==> src/rtl/key_event_queue.sv <==
// Edge-detects four direction keys into 2-bit move codes queued in a DEPTH-entry FIFO.
// A push is written at the sampling clock, so codes are visible one cycle later. When the FIFO is full, edges are dropped and counted unless a pop happens in the same cycle.
module key_event_queue #(
    parameter int DEPTH = 8,
    parameter int AW    = 3,
    parameter int CW    = 8
) (
    input  logic          CLK,
    input  logic          ACLR,
    input  logic [3:0]    KEY_IN,
    input  logic          EV_READY,
    output logic          EV_VALID,
    output logic [1:0]    EV_CODE,
    output logic [AW:0]   EV_COUNT,
    output logic          OVF,
    output logic [CW-1:0] DROP_CNT
);

    localparam logic [AW:0] FULL_CNT = (AW+1)'(DEPTH);

    logic [3:0]    prev;
    logic [3:0]    edges;
    logic [1:0]    mem [DEPTH];
    logic [AW-1:0] wr_ptr;
    logic [AW-1:0] rd_ptr;
    logic          cand;
    logic [1:0]    cand_code;
    logic [2:0]    n_edges;
    logic [2:0]    n_drop;
    logic          full;
    logic          pop;
    logic          push;
    logic [CW:0]   drop_sum;

    always_comb begin
        edges     = KEY_IN & ~prev;
        cand      = |edges;
        cand_code = 2'b00;
        if (edges[0])      cand_code = 2'b00;
        else if (edges[1]) cand_code = 2'b01;
        else if (edges[2]) cand_code = 2'b10;
        else if (edges[3]) cand_code = 2'b11;
        n_edges  = 3'(edges[0]) + 3'(edges[1]) + 3'(edges[2]) + 3'(edges[3]);
        full     = (EV_COUNT == FULL_CNT);
        pop      = EV_VALID & EV_READY;
        // A full FIFO still takes the winner when the head leaves this cycle.
        push     = cand & (~full | pop);
        n_drop   = n_edges - 3'(cand) + 3'(cand & ~push);
        drop_sum = {1'b0, DROP_CNT} + (CW+1)'(n_drop);
    end

    always_ff @(posedge CLK or posedge ACLR) begin
        if (ACLR) begin
            prev     <= 4'b0000;
            wr_ptr   <= '0;
            rd_ptr   <= '0;
            EV_COUNT <= '0;
            OVF      <= 1'b0;
            DROP_CNT <= '0;
        end else begin
            prev <= KEY_IN;
            if (push) wr_ptr <= wr_ptr + AW'(1);
            if (pop)  rd_ptr <= rd_ptr + AW'(1);
            case ({push, pop})
                2'b10:   EV_COUNT <= EV_COUNT + (AW+1)'(1);
                2'b01:   EV_COUNT <= EV_COUNT - (AW+1)'(1);
                default: EV_COUNT <= EV_COUNT;
            endcase
            if (n_drop != 3'd0) begin
                OVF      <= 1'b1;
                DROP_CNT <= drop_sum[CW] ? {CW{1'b1}} : drop_sum[CW-1:0];
            end
        end
    end

    // Storage needs no reset: EV_CODE is masked whenever the queue is empty.
    always_ff @(posedge CLK) begin
        if (push) mem[wr_ptr] <= cand_code;
    end

    assign EV_VALID = (EV_COUNT != '0);
    assign EV_CODE  = EV_VALID ? mem[rd_ptr] : 2'b00;

endmodule

==> config.mk <==
export PLATFORM = sky130hd
export DESIGN_NAME = key_event_queue
export DESIGN_NICKNAME = d
export VERILOG_FILES = /design/src/rtl/key_event_queue.sv
export SDC_FILE = /design/constraint.sdc
export NUM_CORES = 1
export LEC_CHECK = 0
export CAP_MARGIN = 10
export CELL_PAD_IN_SITES_DETAIL_PLACEMENT = 0
export CELL_PAD_IN_SITES_GLOBAL_PLACEMENT = 1
export CORE_MARGIN = 1.5
export CORE_UTILIZATION = 26
export DETAILED_ROUTE_END_ITERATION = 6
export PLACE_DENSITY_LB_ADDON = 0.1
export SKIP_CTS_REPAIR_TIMING = 1
export SYNTH_ARGS = -nofsm -noshare
export SYNTH_HDL_FRONTEND = slang
export SYNTH_SLANG_ARGS = --single-unit
==> constraint.sdc <==
create_clock -name CLK -period 3.4 [get_ports CLK]
set_input_delay 0.68 -clock CLK [delete_from_list [all_inputs] [get_ports CLK]]
set_output_delay 0.68 -clock CLK [all_outputs]
set_load 0.01 [all_outputs]
* After elaboration in Yosys (flattened, before gate mapping)
Memories as Yosys holds them, arrays and structs flattened.
Index checks and enable logic that the tools add are counted.
** Operators by class
- $add $sub $neg :: 10
- Multiply operators :: 0
- Div/mod/pow operators :: 0
- Magnitude comparators :: 0
- Equality and inequality tests :: 3
- Shifts and indexed selects :: 0
- Multiplexer cells :: 9
- Bitwise logic cells :: 8
- Reduce and logical (&&, ||, !) cells :: 4
** Operator list (count)
- 2-bit 2-to-1 mux :: 5
- 8-bit by 3-bit adder with 9-bit output :: 1
- 8-bit 2-to-1 mux :: 1
- 4-bit case mux with 2 select lines :: 1
- 3-bit by 1-bit adder with 3-bit output (second input constant) :: 2
- 4-bit by 1-bit adder with 4-bit output (second input constant) :: 1
- 4-bit bitwise AND :: 1
- 4-bit == test (second input constant) :: 1
- 4-bit NOT :: 1
- 4-bit nonzero test :: 1
- 4-bit OR reduction :: 1
- 4-bit by 1-bit subtractor with 4-bit output (second input constant) :: 1
- 2-bit by 1-bit adder with 3-bit output :: 1
- 3-bit by 1-bit adder with 3-bit output :: 1
- 3-bit adder :: 1
- 1-bit by 3-bit bitwise AND with 3-bit output :: 1
- 1-bit NOT with 3-bit output :: 1
- 3-bit nonzero test :: 1
- 3-bit by 1-bit subtractor with 3-bit output :: 1
- 1-bit by 1-bit adder with 2-bit output :: 1
- 1-bit bitwise AND :: 2
- 2-bit by 1-bit == test with 1-bit output (second input constant) :: 1
- 2-bit == test (second input constant) :: 1
- 1-bit 2-to-1 mux :: 2
- other kinds (3) :: 3
** Storage, ports and cells
- Bits in registers :: 23
- Latch bits :: 0
- Memory bits (writable) :: 16
- Memory bits (read-only) :: 0
- Input bits :: 7
- Output and inout bits :: 16
- Logic and storage cells :: 41
- Memories kept :: 1
** Memories
- mem :: depth 8, width 2, rd ports 1, clocked after memory_dff 0, wr ports 1, RTL line 23 : logic [1:0] mem [DEPTH];

* Longest topological paths before layout
Gate-level depths: netlist (run 1).
- Depth in word-level cells :: 9
- Mapped depth :: 15
- Gate-level depth less buffers :: 15

* Least setup slack after synthesis (run 1)
Ideal clock, no wire load.
- Path kind :: input to register
- From :: input KEY_IN[2]
- To :: register DROP_CNT[6]
- Setup time :: 0.125 ns
- Data arrival time :: 3.968 ns
- Data required time :: 3.275 ns
- Slack :: -0.692 ns
- Cell stages on the path :: 14
- Path buffers :: 0
- Cells stage by stage :: nand2b_1 -> nand4_1 -> ha_1 -> inv_1 -> fa_1 -> inv_1 -> fa_1 -> fa_1 -> xor2_1 -> inv_1 -> ha_1 -> a21oi_1 -> nor4b_1 -> mux2_2
** Between the ends
- Word-level cells in the longest chain between the ends :: 8
- Elaborated cells on any way between the ends :: 12
- Classes of those cells :: add/sub (5); mux (1); bitwise (4); reduce/logical (2)
** Ends and longest elaborated chain
- start, declared :: RTL line 10 : input logic [3:0] KEY_IN,
- 4-bit bitwise AND (*) :: RTL line 36 : edges = KEY_IN & ~prev;
- branches (longest 4 deep; another with 2-bit by 1-bit adder with 3-bit output)
- 3-bit adder (*) :: RTL line 48 : n_drop = n_edges - 3'(cand) + 3'(cand & ~push);
- 8-bit by 3-bit adder with 9-bit output :: RTL line 49 : drop_sum = {1'b0, DROP_CNT} + (CW+1)'(n_drop);
- 8-bit 2-to-1 mux :: RTL line 71 : DROP_CNT <= drop_sum[CW] ? {CW{1'b1}} : drop_sum[CW-1:0];
- end signal, assigned :: RTL line 71
- end, declared :: RTL line 16 : output logic [CW-1:0] DROP_CNT
Mark *: on every way between the ends.
A chain may end at the register's enable or synchronous reset.

* Worst setup path after layout (run 1)
- From :: input KEY_IN[2]
- To :: register DROP_CNT[7]
The elaborated chain is that of the path after synthesis.

==> results of run 1 <==
power groups by stage:
stage	combinational, mW	clock, mW	sequential (mW)
floorplan	0.700	0	0.835
CTS	1.16	0.406	0.813
finish	1.26	0.386	0.813
global placement	1.14	0	0.816
detailed placement	1.15	0	0.822
global route	1.38	0.429	0.841
path summary, 6_finish.rpt:
| path | start | end | slack, ps | cells past startpoint |
|---|---|---|---|---|
| setup / recovery | KEY_IN[2] | DROP_CNT[7]$_DFFE_PP0P_ | -230 | 15 |
| hold / removal | OVF$_DFFE_PP0P_ | OVF$_DFFE_PP0P_ | 480 | 1 |
| setup reg to reg | prev[1]$_DFF_PP0_ | DROP_CNT[7]$_DFFE_PP0P_ | -150 | 14 |
| hold reg to reg | OVF$_DFFE_PP0P_ | OVF$_DFFE_PP0P_ | 480 | 1 |
| max in group asynchronous | ACLR | prev[3]$_DFF_PP0_ | 1910 | 2 |
| min in group asynchronous | ACLR | EV_COUNT[1]$_DFFE_PP0P_ | 910 | 2 |
state kept, by name (all words and copies together), names as in the netlist:
name      cells
DROP_CNT      8
EV_COUNT      4
OVF           1
mem          16
prev          4
rd_ptr        3
wr_ptr        3
final cells by class:
cell class                      instances  area share
Sequential cell                        39       0.382
Multi-Input combinational cell        110       0.377
Timing Repair Buffer                   41       0.135
Tap cell                              102      0.0462
Clock buffer                            5      0.0249
Inverter                               14      0.0190
Clock inverter                          3      0.0158
layout by cell type (no fill, tap or decap), drive strengths merged, types with 5 or more instances in the layout:
cell type	count
a21oi	5
clkdlybuf4s50	17
mux2	6
dfrtp	23
clkbuf	5
nand2	15
edfxtp	16
nand2b	8
inv	14
fa	5
nor3	5
nand3	5
buf	23
nor2	13
ha	9
kinds of logic after synthesis:
family                     count (synthesis)
xor gates and xnor gates                   8
and+or+nand+nor                           60
muxes                                     14
buffers and inverters                     18
adders and majority gates                 14
DFF                                       39
AOI/OAI and AO/OA                         14
per-stage QoR:
| stage | utilization | worst slack (ps) | hold slack (ps) |
|---|---|---|---|
| 3_3_place_gp | 0.334 | -920 | 448 |
| 4_1_cts | 0.348 | -673 | 486 |
| 6_report | 0.362 | -235 | 481 |
| 5_1_grt | 0.362 | -346 | 474 |
| 2_1_floorplan | - | -413 | 485 |
| 3_5_place_dp | 0.334 | -988 | 456 |
worst register-to-register path: cells and delay by family (launching register included):
family | cells | cell delay (ps)
AOI/OAI and AO/OA | 2 | 410
adders and majority gates | 5 | 1890
buffers and inverters | 4 | 270
DFF | 1 | 360
muxes | 1 | 300
and+or+nand+nor | 2 | 200
per-layer routing:
layer	global-route usage	wire, µm	share of wire	up-vias
met3	0.0310	140	0.034	6
met5	0	0	0	-
li1	-	-	-	666
met1	0.139	1970	0.48	639
met2	0.169	1980	0.48	19
met4	0.0391	59	0.014	0
==> metrics.md, run 1 <==
| Metric | Value |
|---|---|
| Rows | 32 |
| Mapped Cells | between 150 and 200 |
| Layout area overhead | 36.3% |
| Diodes inserted | 0 |
| Final TNS setup | -1360 ps |
| RSZ-0062 raised after global routing | true |
| Filler cells | approximately 760 |
| Clock Latency Late Sink | a little under 300 ps |
| CP Class | input port to flop |
| Final hold vios | 0 |
| Non-Filler Instances | roughly 310 |
| Register bit count reported by yosys | 39 |
| Most frequent cells after synthesis | dfrtp_1, edfxtp_1, nand2_1 |
| Dpl cell area | around 0.0026 mm² |
| Worst-margin pin slew | approximately 950 ps |
| Top Family by Delay on Critical Path | adder cells |
| Initial Util | 0.265 |
| CTS tree | done |
| Final Power | about 2.5 mW |
| Fmax achieved | between 0.2 and 0.3 GHz |
| Sink Count | 39 |
| Synth area leaders | dfrtp_1, edfxtp_1, ha_1, fa_1, mux4_2 |
| WL/cell | approximately 13 µm |
| Leakage | about 1.1 nW |
| Number of port buffers | 22 |
| CTS H-tree depth | 2 |
| Final HPWL DP | around 3.1 mm |
| Max Cap Violations | 0 |
| Routability congestion estimate | slightly above 0.7 |
| CP startpoint kind | input port |
| Clock power share | 0.157 |
| Vias per Instance | between 4 and 5 |
| Failing checks | negative setup slack |
| Synth Area in Compound Gates | 0.0419 |
| Fin. max-slew vios | 0 |
| Final Critical Period | ~3600 ps |
| Fraction of the mapped netlist area in adder cells | 0.105 |
| Int Power | 1.57 mW |
| Crit end category | flop |
| Ys flop type | dfrtp_1 |
| Largest family of logic cells by synthesized area | simple AND/OR/NAND/NOR gates |
| Mapped cell area | around 0.0020 mm² |
| Sequential area share after synthesis | 0.520 |
| CP max FO | 3 |
| Largest net degree at the start of global routing | 24 |
| Antenna violations before repair | 0 |
| Core ar. | roughly 0.0076 mm² |
| Io pins | 23 |
| Total grt overflow | 0 |
| Setup violations, final | 8 |
| Global-route wire length before repair | just under 7 mm |
| Switching power of the nets | 0.890 mW |
| Final worst-path cycle share | 1.07 |
| Reg area | between 0.001 and 0.0015 mm² |
| Worst path slowest cell | fa_2 |
| Flop pwr share | 0.331 |
| Top-area cell type share of the netlist area | 0.284 |
| Xor/xnor share of the synthesized area | 0.0345 |
| Drt initial violations | 40 |
| Syn nets | around 190 |
| Outcome | finished with violations |
| Worst Hold Class | flop to flop |
| DP Cell Count | between 300 and 400 |
| Total vias in the final route | about 1300 |
| Sw Share | 0.363 |
| Setup Skew | between 5 and 6 ps |
| Layout Nets | 232 |
| Yosys top cell by area | dfrtp_1 |
| Routed Antenna Nets | 0 |
| Crit path arrival time | around 3800 ps |
| Comb pwr share | 0.512 |
| CP Cell Sequence | buf_6 -> nand2b_4 -> nand4_1 -> buf_4 -> nor2b_2 -> fa_1 -> inv_2 -> fa_2 -> fa_2 -> inv_2 -> ha_4 -> a21o_1 -> a21oi_4 -> nor3b_2 -> mux2_4 |
| Drt total wl | 4.15 mm |
| Delay of the slowest cell on the worst path | 540 ps |
| Worst slew margin | 0.367 |
| Top-count cell post-synth | dfrtp_1 |
| DRC | 0 |
| Vias in the first global route | ~1400 |
| Post-synthesis simple-gate area fraction | 0.160 |
| Yosys cell types | 38 |
| Fraction of registers with async set/reset | 0.590 |
| Setup ws final | -235 ps |
| Post-synth EDFFs | 16 |
| DRT Pass-1 Iters | 4 |
| Cts bufs inserted | 5 |
| Yosys warning count | 0 |
| WP buf/inv | 4 |
| Syn Area/Cell | approximately 12 µm² |
| Required time of the worst setup path | approximately 3600 ps |
| Fin area | approximately 0.0028 mm² |
| GRT Total Usage | 0.107 |
| Mux contribution to synthesized area | 0.0993 |
| Reg clk slew, reported paths | ~80 ps |
| Root buffer cell | clkbuf_8 |
| Die width | about 90 µm |
| CTS max path bufs | 2 |
| Area of the multi-input gates | approximately 0.0010 mm² |
| Power Density | 888 mW/mm² |
| VDD IR-drop max | approximately 0.33 mV |
| Die area | 0.00834 mm² |
| Chip height | 91.4 µm |
| Share of layout cells above drive strength 1 | 0.340 |
No activity file was read; power rests on OpenSTA's default activity.
==> run 2: changes to the inputs <==
--- a/config.mk
+++ b/config.mk
@@ -11,6 +11,7 @@
 export CORE_MARGIN = 1.5
 export CORE_UTILIZATION = 26
 export DETAILED_ROUTE_END_ITERATION = 6
+export DONT_BUFFER_PORTS = 1
 export PLACE_DENSITY_LB_ADDON = 0.1
 export SKIP_CTS_REPAIR_TIMING = 1
 export SYNTH_ARGS = -nofsm -noshare
==> run 2 against run 1 <==
  * The run still ends with negative setup slack left
  * Via count fell by 6.0%
  * Final cell count fell by 8.9%
  * Sequential power rose by 3.1%
  * Sequential share of layout area rose by 4.8 points
  * Register-to-register slack improved by 30 ps
  * Die area did not move
  * Global-route usage fell by 0.33 points
  * Design area fell by 11%
  * Maximum frequency rose by 3.3%
  * Critical path type is now flop to flop
  * Critical endpoint is now DROP_CNT[6]$_DFFE_PP0P_
  * Largest cell class unchanged
==> metrics.md, run 2 (synthesis results as in run 1) <==
| Metric | Value |
|---|---|
| Hold path depth | 0 (-1) |
| Total grt overflow | 0 (unchanged) |
| Vias in the first global route | 1381 (-3.8%) |
| Reg clk slew, reported paths | 80 ps (about the same) |
| Final HPWL DP | 2.96 mm (-3.3%) |
| Drt total wl | 3.89 mm (-6.3%) |
| RSZ-0062 raised after global routing | true |
| Die area | 0.00834 mm² (unchanged) |
| WP buf/inv | 4 (unchanged) |
| Fin area | 0.00246 mm² (-11%) |
| Leakage | 0.998 nW (-12%) |
| CP Cell Sequence | nand2b_4 -> buf_4 -> ha_1 -> inv_2 -> fa_1 -> inv_1 -> fa_2 -> fa_2 -> xor2_2 -> inv_2 -> ha_4 -> a21oi_2 -> nor4b_2 -> mux2_2 |
| Vias per Instance | 4.37 (+3.2%) |
| Global-route wire length before repair | 6.71 mm (-1.7%) |
| Critical path depth | 14 (-1) |
| Setup ws final | -118 ps (+116 ps) |
| Setup violations, final | 7 (-1) |
| Non-Filler Instances | 286 (-8.9%) |
| Final Critical Period | 3520 ps (-116 ps) |
| Commonest non-fill, non-tap cell in the layout | dfrtp_1 |
| Crit path arrival time | 3700 ps (-120 ps) |
| Worst path slowest cell | fa_1 |
| Root buffer cell | clkbuf_8 |
| Final hold vios | 0 (unchanged) |
| Io pins | 23 (unchanged) |
| Top Family by Delay on Critical Path | adder cells |
| Antenna violations before repair | 0 (unchanged) |
| Reg2reg path depth | 14 (unchanged) |
| Total vias in the final route | 1250 (-6.0%) |
| Layout area overhead | 21.0% |
| Sink Count | 39 (unchanged) |
| Number of port buffers | 0 (-100%) |
| Rows | 32 (unchanged) |
| GRT Total Usage | 0.104 (-0.00329) |
| Die width | 91.4 µm (unchanged) |
| DP Cell Count | 277 (-8.3%) |
| Setup Skew | 5.24 ps (-0.637 ps) |
| Max Cap Violations | 0 (unchanged) |
| CP startpoint kind | flop |
| Routed Antenna Nets | 0 (unchanged) |
| Largest net degree at the start of global routing | 24 (unchanged) |
| Max reg flops | 16 (unchanged) |
| Delay of the slowest cell on the worst path | 490 ps (-50 ps) |
| CP max FO | 4 (+1) |
| Core ar. | 0.00765 mm² (unchanged) |
| CTS max path bufs | 2 (unchanged) |
| Clock Latency Late Sink | 290 ps (about the same) |
| Cts bufs inserted | 5 (unchanged) |
| DRT Pass-1 Iters | 4 (unchanged) |
| Worst slew margin | 0.360 (-0.00699) |
| Largest regs | mem (16), DROP_CNT (8) |
| VDD IR-drop max | 0.276 mV (-17%) |
| Initial Util | 0.265 (unchanged) |
| Share of layout cells above drive strength 1 | 0.315 (-0.0244) |
| Routability congestion estimate | 0.723 (+2.8%) |
| Worst Hold Class | input port to flop |
| Crit end category | flop |
| Most flops, register | mem |
| WL/cell | 13.6 µm (+2.9%) |
| Fmax achieved | 0.284 GHz (+3.3%) |
| Diodes inserted | 0 (unchanged) |
| Worst-margin pin slew | 951 ps (+2.99 ps) |
| Failing checks | negative setup slack |
| CP Class | flop to flop |
| Fin. max-slew vios | 0 (unchanged) |
| Chip height | 91.4 µm (unchanged) |
| Commonest cells after routing, fill and taps aside | dfrtp_1, edfxtp_1, nand2_1 |
| Drt initial violations | 19 (-53%) |
| CTS tree | done |
| DRC | 0 (unchanged) |
| Final worst-path cycle share | 1.03 (-0.0343) |
| Layout Nets | 204 (-12%) |
| Required time of the worst setup path | 3590 ps (about the same) |
| Dpl cell area | 0.00231 mm² (-9.5%) |
| Outcome | finished with violations |
| CTS H-tree depth | 2 (unchanged) |
| Power Density | 888 mW/mm² (about the same) |
==> run 2: through the flow <==
stage | hold WS (ps) | setup TNS (ps) | power [mW] | setup slack [ps] | utilization
floorplan | 485 | -2900 | 1.54 | -413 | -
global route | 381 | -1530 | 2.38 | -246 | 0.321
detailed placement | 531 | -3080 | 1.76 | -468 | 0.302
finish | 408 | -512 | 2.18 | -118 | 0.321
CTS | 391 | -887 | 2.17 | -186 | 0.317
global placement | 513 | -2900 | 1.74 | -459 | 0.302
==> run 2: power breakdown <==
part / internal (mW) / switching, mW
logic: 0.482 / 0.470
registers: 0.653 / 0.185
clock network: 0.219 / 0.172
total: 1.35 / 0.826
==> run 2: cell type report <==
type                            instances  area (µm²)
Timing Repair Buffer                   13        97.6
Fill cell                             786        5190
Tap cell                              102         128
Inverter                               14        52.6
Multi-Input combinational cell        110        1010
Clock buffer                            5        68.8
Clock inverter                          3        43.8
Sequential cell                        39        1060
==> run 2: final timing paths <==
check / startpoint / slack, ps / end
worst max-delay path: prev[1]$_DFF_PP0_ / -120 / DROP_CNT[6]$_DFFE_PP0P_
worst min-delay path: KEY_IN[2] / 410 / prev[2]$_DFF_PP0_
worst max register to register: prev[1]$_DFF_PP0_ / -120 / DROP_CNT[6]$_DFFE_PP0P_
worst min register to register: wr_ptr[0]$_DFFE_PP0P_ / 540 / wr_ptr[0]$_DFFE_PP0P_
max in group asynchronous: ACLR / 2330 / prev[0]$_DFF_PP0_
min in group asynchronous: ACLR / 480 / EV_COUNT[3]$_DFFE_PP0P_
==> run 2: worst reg2reg max path: stages (launching register included) <==
cell and delay, ps:
dfrtp_1 370, nand2b_4 140, buf_4 130, ha_1 280, inv_2 40, fa_1 490, inv_1 50, fa_2 330
fa_2 360, xor2_2 170, inv_2 60, ha_4 290, a21oi_2 80, nor4b_2 270, mux2_2 360
==> run 2: layer usage <==
| metal | track usage | wire length [µm] |
|---|---|---|
| met1 | 0.130 | 1810 |
| met2 | 0.172 | 1840 |
| met3 | 0.0310 | 192 |
| met4 | 0.0313 | 46 |
| met5 | 0 | 0 |
